--- config.mk ---
export PLATFORM = sky130hd
export DESIGN_NAME = serial_mult_collect
export DESIGN_NICKNAME = d
export VERILOG_FILES = /design/src/rtl/serial_mult_collect.sv
export SDC_FILE = /design/constraint.sdc
export NUM_CORES = 1
export LEC_CHECK = 0
export CAP_MARGIN = 30
export CELL_PAD_IN_SITES_DETAIL_PLACEMENT = 1
export CELL_PAD_IN_SITES_GLOBAL_PLACEMENT = 2
export CORE_MARGIN = 2
export CORE_UTILIZATION = 37
export DETAILED_ROUTE_END_ITERATION = 6
export GPL_ROUTABILITY_DRIVEN = 0
export PLACE_DENSITY_LB_ADDON = 0.1
export SYNTH_ARGS = -nofsm -noshare
export SYNTH_HDL_FRONTEND = slang
export SYNTH_SLANG_ARGS = --single-unit
--- constraint.sdc ---
create_clock -name clk -period 3.4 [get_ports clk]
set_input_delay 1.02 -clock clk [delete_from_list [all_inputs] [get_ports clk]]
set_output_delay 1.02 -clock clk [all_outputs]
set_load 0.1 [all_outputs]
--- src/rtl/serial_mult_collect.sv ---
// rtl/serial_mult_collect.sv - captures finished serial_multiplier products into a FWFT FIFO stream
//
// Optional self-check of each product is enabled by defining SERIAL_MULT_CHECK_EN.
//
// Ports:
//   clk, rst_n          clock, asynchronous active-low reset
//   a_in, b_in, s_in    multiplier operands and product as seen by the multiplier
//   i_in                multiplier step counter; product is final when it reaches DONE_STEP
//   clr                 synchronous clear of acc, acc_ovf, prod_cnt, drop_cnt, chk_err
//   out_valid/out_ready head-of-FIFO handshake; out_a/out_b/out_prod carry the head entry
//   fifo_full           FIFO holds DEPTH entries
//   acc, acc_ovf        running sum of accepted products, sticky carry-out flag
//   prod_cnt            accepted products (wrapping), drop_cnt dropped completions (saturating)
//   chk_err             sticky product mismatch flag (0 when the self-check is not built)
module serial_mult_collect #(
    parameter int WIDTH     = 4,
    parameter int DEPTH     = 4,
    parameter int STEP_W    = 4,
    parameter int DONE_STEP = 4,
    parameter int ACC_W     = 16
) (
    input  logic                 clk,
    input  logic                 rst_n,
    input  logic [WIDTH-1:0]     a_in,
    input  logic [WIDTH-1:0]     b_in,
    input  logic [2*WIDTH-1:0]   s_in,
    input  logic [STEP_W-1:0]    i_in,
    input  logic                 clr,
    output logic                 out_valid,
    input  logic                 out_ready,
    output logic [WIDTH-1:0]     out_a,
    output logic [WIDTH-1:0]     out_b,
    output logic [2*WIDTH-1:0]   out_prod,
    output logic                 fifo_full,
    output logic [ACC_W-1:0]     acc,
    output logic                 acc_ovf,
    output logic [7:0]           prod_cnt,
    output logic [7:0]           drop_cnt,
    output logic                 chk_err
);

    localparam int                AW       = (DEPTH > 1) ? $clog2(DEPTH) : 1;
    localparam logic [STEP_W-1:0] DONE_V   = STEP_W'(DONE_STEP);
    localparam logic [AW:0]       FULL_CNT = (AW+1)'(DEPTH);

    logic [STEP_W-1:0]  i_q;
    logic [WIDTH-1:0]   mem_a [DEPTH];
    logic [WIDTH-1:0]   mem_b [DEPTH];
    logic [2*WIDTH-1:0] mem_p [DEPTH];
    logic [AW-1:0]      wr_ptr;
    logic [AW-1:0]      rd_ptr;
    logic [AW:0]        count;

    logic               done;
    logic               pop;
    logic               push;
    logic               drop;
    logic [ACC_W:0]     acc_sum;

    // Rising edge into DONE_STEP: one pulse per product even if i_in parks there.
    // i_q resets to DONE_STEP so a counter already at DONE_STEP at release is ignored.
    assign done      = (i_in == DONE_V) && (i_q != DONE_V);
    assign out_valid = (count != '0);
    assign fifo_full = (count == FULL_CNT);
    assign pop       = out_valid && out_ready;
    // A full FIFO can still take the new entry when the head leaves this cycle.
    assign push      = done && (!fifo_full || pop);
    assign drop      = done && fifo_full && !pop;
    assign acc_sum   = {1'b0, acc} + (ACC_W+1)'(s_in);

    assign out_a    = mem_a[rd_ptr];
    assign out_b    = mem_b[rd_ptr];
    assign out_prod = mem_p[rd_ptr];

    always_ff @(posedge clk or negedge rst_n) begin
        if (!rst_n) begin
            i_q    <= DONE_V;
            wr_ptr <= '0;
            rd_ptr <= '0;
            count  <= '0;
            for (int k = 0; k < DEPTH; k++) begin
                mem_a[k] <= '0;
                mem_b[k] <= '0;
                mem_p[k] <= '0;
            end
        end else begin
            i_q <= i_in;
            if (push) begin
                mem_a[wr_ptr] <= a_in;
                mem_b[wr_ptr] <= b_in;
                mem_p[wr_ptr] <= s_in;
                wr_ptr        <= wr_ptr + 1'b1;
            end
            if (pop) begin
                rd_ptr <= rd_ptr + 1'b1;
            end
            case ({push, pop})
                2'b10:   count <= count + 1'b1;
                2'b01:   count <= count - 1'b1;
                default: count <= count;
            endcase
        end
    end

    // Statistics; clr takes priority over a same-cycle accepted push or drop.
    always_ff @(posedge clk or negedge rst_n) begin
        if (!rst_n) begin
            acc      <= '0;
            acc_ovf  <= 1'b0;
            prod_cnt <= '0;
            drop_cnt <= '0;
        end else if (clr) begin
            acc      <= '0;
            acc_ovf  <= 1'b0;
            prod_cnt <= '0;
            drop_cnt <= '0;
        end else begin
            if (push) begin
                acc      <= acc_sum[ACC_W-1:0];
                acc_ovf  <= acc_ovf | acc_sum[ACC_W];
                prod_cnt <= prod_cnt + 8'd1;
            end
            if (drop && (drop_cnt != 8'hFF)) begin
                drop_cnt <= drop_cnt + 8'd1;
            end
        end
    end

`ifdef SERIAL_MULT_CHECK_EN
    logic [2*WIDTH-1:0] ref_prod;
    logic               chk_bad;

    // Checked on every completion, whether the entry is kept or dropped.
    assign ref_prod = (2*WIDTH)'(a_in) * (2*WIDTH)'(b_in);
    assign chk_bad  = done && (ref_prod != s_in);

    always_ff @(posedge clk or negedge rst_n) begin
        if (!rst_n) begin
            chk_err <= 1'b0;
        end else if (clr) begin
            chk_err <= 1'b0;
        end else if (chk_bad) begin
            chk_err <= 1'b1;
        end
    end
`else
    assign chk_err = 1'b0;
`endif

endmodule
==> results of run 1 <==
[where the power goes]
group / internal (mW) / switching (mW) / total (mW)
logic: 1.25 / 1.79 / 3.04
registers: 1.65 / 0.216 / 1.87
clock network: 0.572 / 0.483 / 1.06
[metrics by stage]
| stage | cells | instance area [µm²] |
|---|---|---|
| final | 688 | 6670 |
| after CTS | 688 | 6670 |
| after floorplan | 414 | 5260 |
| after detailed placement | 672 | 6380 |
| after global placement | 672 | 6380 |
| after global routing | 688 | 6670 |
[registers in the layout, indices dropped and copies added, names as in the netlist]
name	count
mem_p	32
acc	16
mem_a	16
mem_b	16
drop_cnt	8
prod_cnt	8
i_q	4
count	3
rd_ptr	2
wr_ptr	2
acc_ovf	1
[critical path, stage by stage]
cell,delay (ps)
clkdlybuf4s50_1,580
ha_1,210
inv_1,60
fa_1,390
nand2b_1,180
a21oi_1,140
buf_4,150
o21ai_0,150
nand3b_1,240
mux2_2,290
[placed cells by master, fill, tap and decap left out, types with 9 or more instances in the layout]
cell type        count
nor2_1              33
o21ai_0             13
mux2_2              58
nand2_1             25
clkdlybuf4s50_1     22
xor2_1              13
buf_12              17
a21oi_1             15
buf_4               55
dfrtp_1            107
mux4_2              16
inv_1                9
clkbuf_16            9
ha_1                15
nor2b_1              9
[per-layer routing]
layer,part of all wire,vias to the layer above
met1,0.45,1822
li1,-,1654
met3,0.042,5
met2,0.50,56
met4,0.0082,0
met5,0,-
[area by class of cell]
type | count | area [µm²]
clock inverter | 6 | 65.1
inverter | 10 | 37.5
fill | 1434 | 7210
multi-input combinational | 280 | 2440
clock buffer | 10 | 229
tap | 180 | 225
timing repair buffer | 94 | 973
sequential | 108 | 2700
[cell families after synthesis]
logic type,Yosys count,share of synthesized area
mux,84,0.219
flops,108,0.514
compound gates,48,0.0578
xor+xnor,21,0.0349
simple gates,109,0.106
other cells,1,0.000712
buf+inv,26,0.0247
fa+ha+maj,17,0.0433
[final timing paths]
kind,start,to,cells past startpoint
max in group asynchronous,rst_n,mem_p[25],2
max,s_in[0],acc[14],10
min,mem_p[1],mem_p[1],2
min in group asynchronous,rst_n,mem_b[13],1
max reg2reg,i_q[2],count[2],9
min reg2reg,mem_p[1],mem_p[1],2
==> flow_summary_export.csv, run 1 <==
group,metric,value,unit
cells_and_area,layout.nets,544,
sta,finalHoldViolations,0,
detailed_routing,drt_iter0_drc,150,
clock_tree,tritoncts,"built",
flow_run,maxCapViolations,0,
critical_path,r2r_slack,990,ps
synthesis,ys_ff_latch,108,
power_and_ir_drop,power_density,894,nW/µm²
sta,max_freq,0.315,GHz
global_routing,grtUsageTotal,0.169,
global_routing,gr-max-usage-layer,"met2",
detailed_routing,vias_per_cell,5.14,
synthesis,synth_top_area_share,0.509,
power_and_ir_drop,ir_drop,0.000319,V
sta,skew,5.92,ps
cells_and_area,synthToLayoutAreaGrowth,26.7,%
critical_path,cp_data_required_time,3630,ps
detailed_routing,avgRoutedWirePerCell,17.1,µm
synthesis,syn-cell-area,5260,µm²
place,place.port_buffers,74,
clock_tree,cts-root-buf,"clkbuf_16",
cells_and_area,drive_gt1_frac,0.352,
synthesis,synthArstFlopShare,1.00,
cells_and_area,diodes,0,
sta,worst_slack,228,ps
place,hpwl,8240,µm
sta,tns,0,ps
floorplanning,die_h,123,µm
synthesis,synth_edf_count,0,
clock_tree,cts_made_buffers,9,
floorplanning,initial_utilization,0.379,
global_routing,grt_antenna_before_repair,0,
global_routing,grt_use_met2,0.286,
detailed_routing,routed_wl,11800,µm
synthesis,synth_fp_nets,455,
global_routing,grt_pass1_vias,3761,
clock_tree,ctsHoldBuffers,0,
critical_path,crit_path_end_kind,"flip-flop",
sta,relSlewSlack,0.484,
global_routing,grt_pass1_wl,19700,µm
detailed_routing,route.vias.total,3537,
synthesis,yosys_warnings,0,
sta,holdWs,490,ps
clock_tree,clockBufferDepth,2,
detailed_routing,antenna_left,0,
synthesis,yosysMostFrequentCell,"dfrtp_1",
floorplanning,dieArea,15200,µm²
detailed_routing,drc,0,
cells_and_area,postLayoutCoreUtil,0.481,
clock_tree,clkTransAtPathRegs,70,ps
critical_path,arrival,3410,ps
sta,setup_violations,0,
synthesis,synth_seq_area_share,0.514,
synthesis,yosysTopAreaCell,"dfrtp_1",
global_routing,grt_overflow,0,
critical_path,path_class,"in -> reg",
global_routing,grt_util_met1,0.215,
global_routing,use_met3,0.0475,
clock_tree,htree_levels,3,
status,status,"finished clean",
detailed_routing,first_pass_iters,4,
floorplanning,core_area,13900,µm²
synthesis,syn_avg_cell_area,12.7,µm²
sta,rsz0062_at_grt,"no",
power_and_ir_drop,p_leak,3.07,nW
clock_tree,clock_latency,350,ps
synthesis,synthFlopType,"dfrtp_1",
floorplanning,die_w,123,µm
critical_path,critPathLaunchType,"primary input",
sta,drv_slew,0,
global_routing,grt_max_degree,71,
sta,timing.final.crit_share,0.933,
sta,tightest_slew,763,ps
power_and_ir_drop,fin_total_pwr,5.96,mW
floorplanning,rows,43,
sta,layout_min_cycle_time,3170,ps
synthesis,ys_top_cells_by_count,"dfrtp_1 (107), mux2_2 (58), nor2_1 (33), nand2_1 (25), mux4_2 (16)",
clock_tree,post_cts_buffers,0,
floorplanning,top_level_ports,76,
clock_tree,cts_resized,0,
synthesis,yosysUniqueCellTypes,51,
clock_tree,cts.sinks,108,
hold_path,hold_class,"reg -> reg",
synthesis,netlist_top_cells_area,"dfrtp_1 (51%), mux2_2 (12%), mux4_2 (6.8%), ha_1 (3.6%), nor2_1 (2.4%)",
place,dpl_worst_slack,-146,ps
synthesis,syn_inst,414,
critical_path,path_max_fanout,5,
Note: power is estimated with default switching activity, not from simulation.
==> inputs of run 2 (changes only) <==
--- a/config.mk
+++ b/config.mk
@@ -10,6 +10,7 @@
 export CELL_PAD_IN_SITES_GLOBAL_PLACEMENT = 2
 export CORE_MARGIN = 2
 export CORE_UTILIZATION = 37
+export CTS_CLUSTER_SIZE = 25
 export DETAILED_ROUTE_END_ITERATION = 6
 export GPL_ROUTABILITY_DRIVEN = 0
 export PLACE_DENSITY_LB_ADDON = 0.1
==> results of run 2 <==
No change in the layout: final DEF, timing and power equal those of run 1.
==> inputs of run 3 (changes only) <==
--- a/config.mk
+++ b/config.mk
@@ -5,11 +5,12 @@
 export SDC_FILE = /design/constraint.sdc
 export NUM_CORES = 1
 export LEC_CHECK = 0
-export CAP_MARGIN = 30
+export CAP_MARGIN = 15
 export CELL_PAD_IN_SITES_DETAIL_PLACEMENT = 1
 export CELL_PAD_IN_SITES_GLOBAL_PLACEMENT = 2
 export CORE_MARGIN = 2
-export CORE_UTILIZATION = 37
+export CORE_UTILIZATION = 38
+export CTS_BUF_LIST = sky130_fd_sc_hd__clkbuf_8
 export CTS_CLUSTER_SIZE = 25
 export DETAILED_ROUTE_END_ITERATION = 6
 export GPL_ROUTABILITY_DRIVEN = 0
==> run 3 against run 2 <==
Effect of this change: critical path depth is 1 lower; fmax up 2.4%; clock skew rose by 8.7 ps; non-clock buffer count fell by 1; clock power fell by 29%.
==> flow_summary_export.csv, run 3 (synthesis gave the netlist of run 1 again) <==
group,metric,value,unit
status,status,"finished clean",
clock_tree,cts-root-buf,"clkbuf_8",
sta,max_freq,0.323,GHz
clock_tree,tritoncts,"built",
hold_path,hold_class,"reg -> reg",
global_routing,grt_util_met1,0.218,
floorplanning,die_w,122,µm
global_routing,gr-max-usage-layer,"met2",
power_and_ir_drop,ir_drop,0.000318,V
sta,holdWs,490,ps
sta,tns,0,ps
clock_tree,cts_resized,0,
floorplanning,rows,43,
cells_and_area,synthToLayoutAreaGrowth,25.2,%
critical_path,crit_path_end_kind,"flip-flop",
global_routing,grt_pass1_vias,3754,
floorplanning,initial_utilization,0.384,
global_routing,grt_antenna_before_repair,0,
detailed_routing,antenna_left,0,
sta,skew,14.6,ps
clock_tree,cts_made_buffers,9,
floorplanning,top_level_ports,76,
cells_and_area,stdcell_area,6590,µm²
detailed_routing,vias_per_cell,5.10,
sta,timing.final.crit_share,0.911,
clock_tree,post_cts_buffers,0,
place,dpl_worst_slack,-120,ps
critical_path,arrival,3380,ps
place,hpwl,7910,µm
floorplanning,core_area,13700,µm²
place,place.port_buffers,74,
sta,drv_slew,0,
power_and_ir_drop,power_density,860,nW/µm²
critical_path,critPathLaunchType,"primary input",
flow_run,maxCapViolations,0,
sta,setup_violations,0,
cells_and_area,largest_reg_flops,32,
clock_tree,cts.sinks,108,
power_and_ir_drop,p_leak,3.03,nW
detailed_routing,first_pass_iters,4,
detailed_routing,drt_iter0_drc,136,
cells_and_area,postLayoutCoreUtil,0.480,
global_routing,grt_use_met2,0.275,
sta,relSlewSlack,0.368,
floorplanning,die_h,122,µm
critical_path,cp_data_required_time,3680,ps
detailed_routing,drc,0,
sta,worst_slack,303,ps
clock_tree,clock_latency,390,ps
cells_and_area,mostFrequentLayoutCell,"dfrtp_1",
clock_tree,ctsHoldBuffers,0,
clock_tree,clockBufferDepth,2,
global_routing,grt_max_degree,109,
sta,rsz0062_at_grt,"no",
cells_and_area,largest_register,"mem_p",
sta,finalHoldViolations,0,
sta,tightest_slew,935,ps
detailed_routing,routed_wl,11400,µm
global_routing,grtUsageTotal,0.168,
place,dpl-instance-area,6410,µm²
detailed_routing,avgRoutedWirePerCell,16.6,µm
global_routing,use_met3,0.0459,
cells_and_area,layout.nets,543,
global_routing,grt_overflow,0,
critical_path,path_class,"in -> reg",
floorplanning,dieArea,14800,µm²
cells_and_area,drive_gt1_frac,0.353,
clock_tree,htree_levels,3,
critical_path,path_max_fanout,5,
cells_and_area,diodes,0,
clock_tree,clkTransAtPathRegs,100,ps
detailed_routing,route.vias.total,3505,
cells_and_area,final_cell_mix,"dfrtp_1 (107), mux2_2 (58), buf_4 (51)",
sta,layout_min_cycle_time,3100,ps
global_routing,grt_pass1_wl,19100,µm
==> run 3: report_power, final <==
| part | internal [mW] | total [mW] | switching [mW] | leakage [nW] |
|---|---|---|---|---|
| combinational | 1.26 | 3.05 | 1.79 | 1.52 |
| sequential | 1.65 | 1.86 | 0.213 | 1.41 |
| clock | 0.293 | 0.757 | 0.464 | 0.0946 |
| total | 3.20 | 5.67 | 2.47 | 3.03 |
==> run 3: worst max-delay path: stages <==
cell and delay (ps):
clkdlybuf4s50_1 590, ha_1 200, inv_1 50, fa_1 400, nand2b_1 180, a21oi_1 230, o21ai_0 190, nand3b_1 230
mux2_2 280
==> run 3: cell type report <==
class	count	area, µm²
Multi-Input combinational cell	280	2440
Clock inverter	6	46.3
Tap cell	180	225
Timing Repair Buffer	93	1000
Fill cell	1423	7130
Clock buffer	10	138
Sequential cell	108	2700
Inverter	10	37.5
==> run 3: worst paths after layout <==
check,startpoint,endpoint,slack (ps),depth (start not counted)
max in group asynchronous,rst_n,acc[14],2260,2
min in group asynchronous,rst_n,mem_b[8],680,2
max reg2reg,i_q[2],count[2],810,9
max,s_in[0],acc[14],300,9
min reg2reg,mem_p[25],mem_p[25],490,2
min,mem_p[25],mem_p[25],490,2
==> run 3: per-layer routing <==
layer / wire (µm) / vias to the layer above
li1: - / 1657
met1: 5190 / 1786
met2: 5670 / 50
met3: 424 / 12
met4: 138 / 0
met5: 0 / -
==> run 3: metrics by stage <==
stage / std cells / total power, mW
floorplan: 414 / 3.93
global placement: 671 / 4.92
detailed placement: 671 / 4.98
CTS: 687 / 5.76
global route: 687 / 5.95
finish: 687 / 5.67
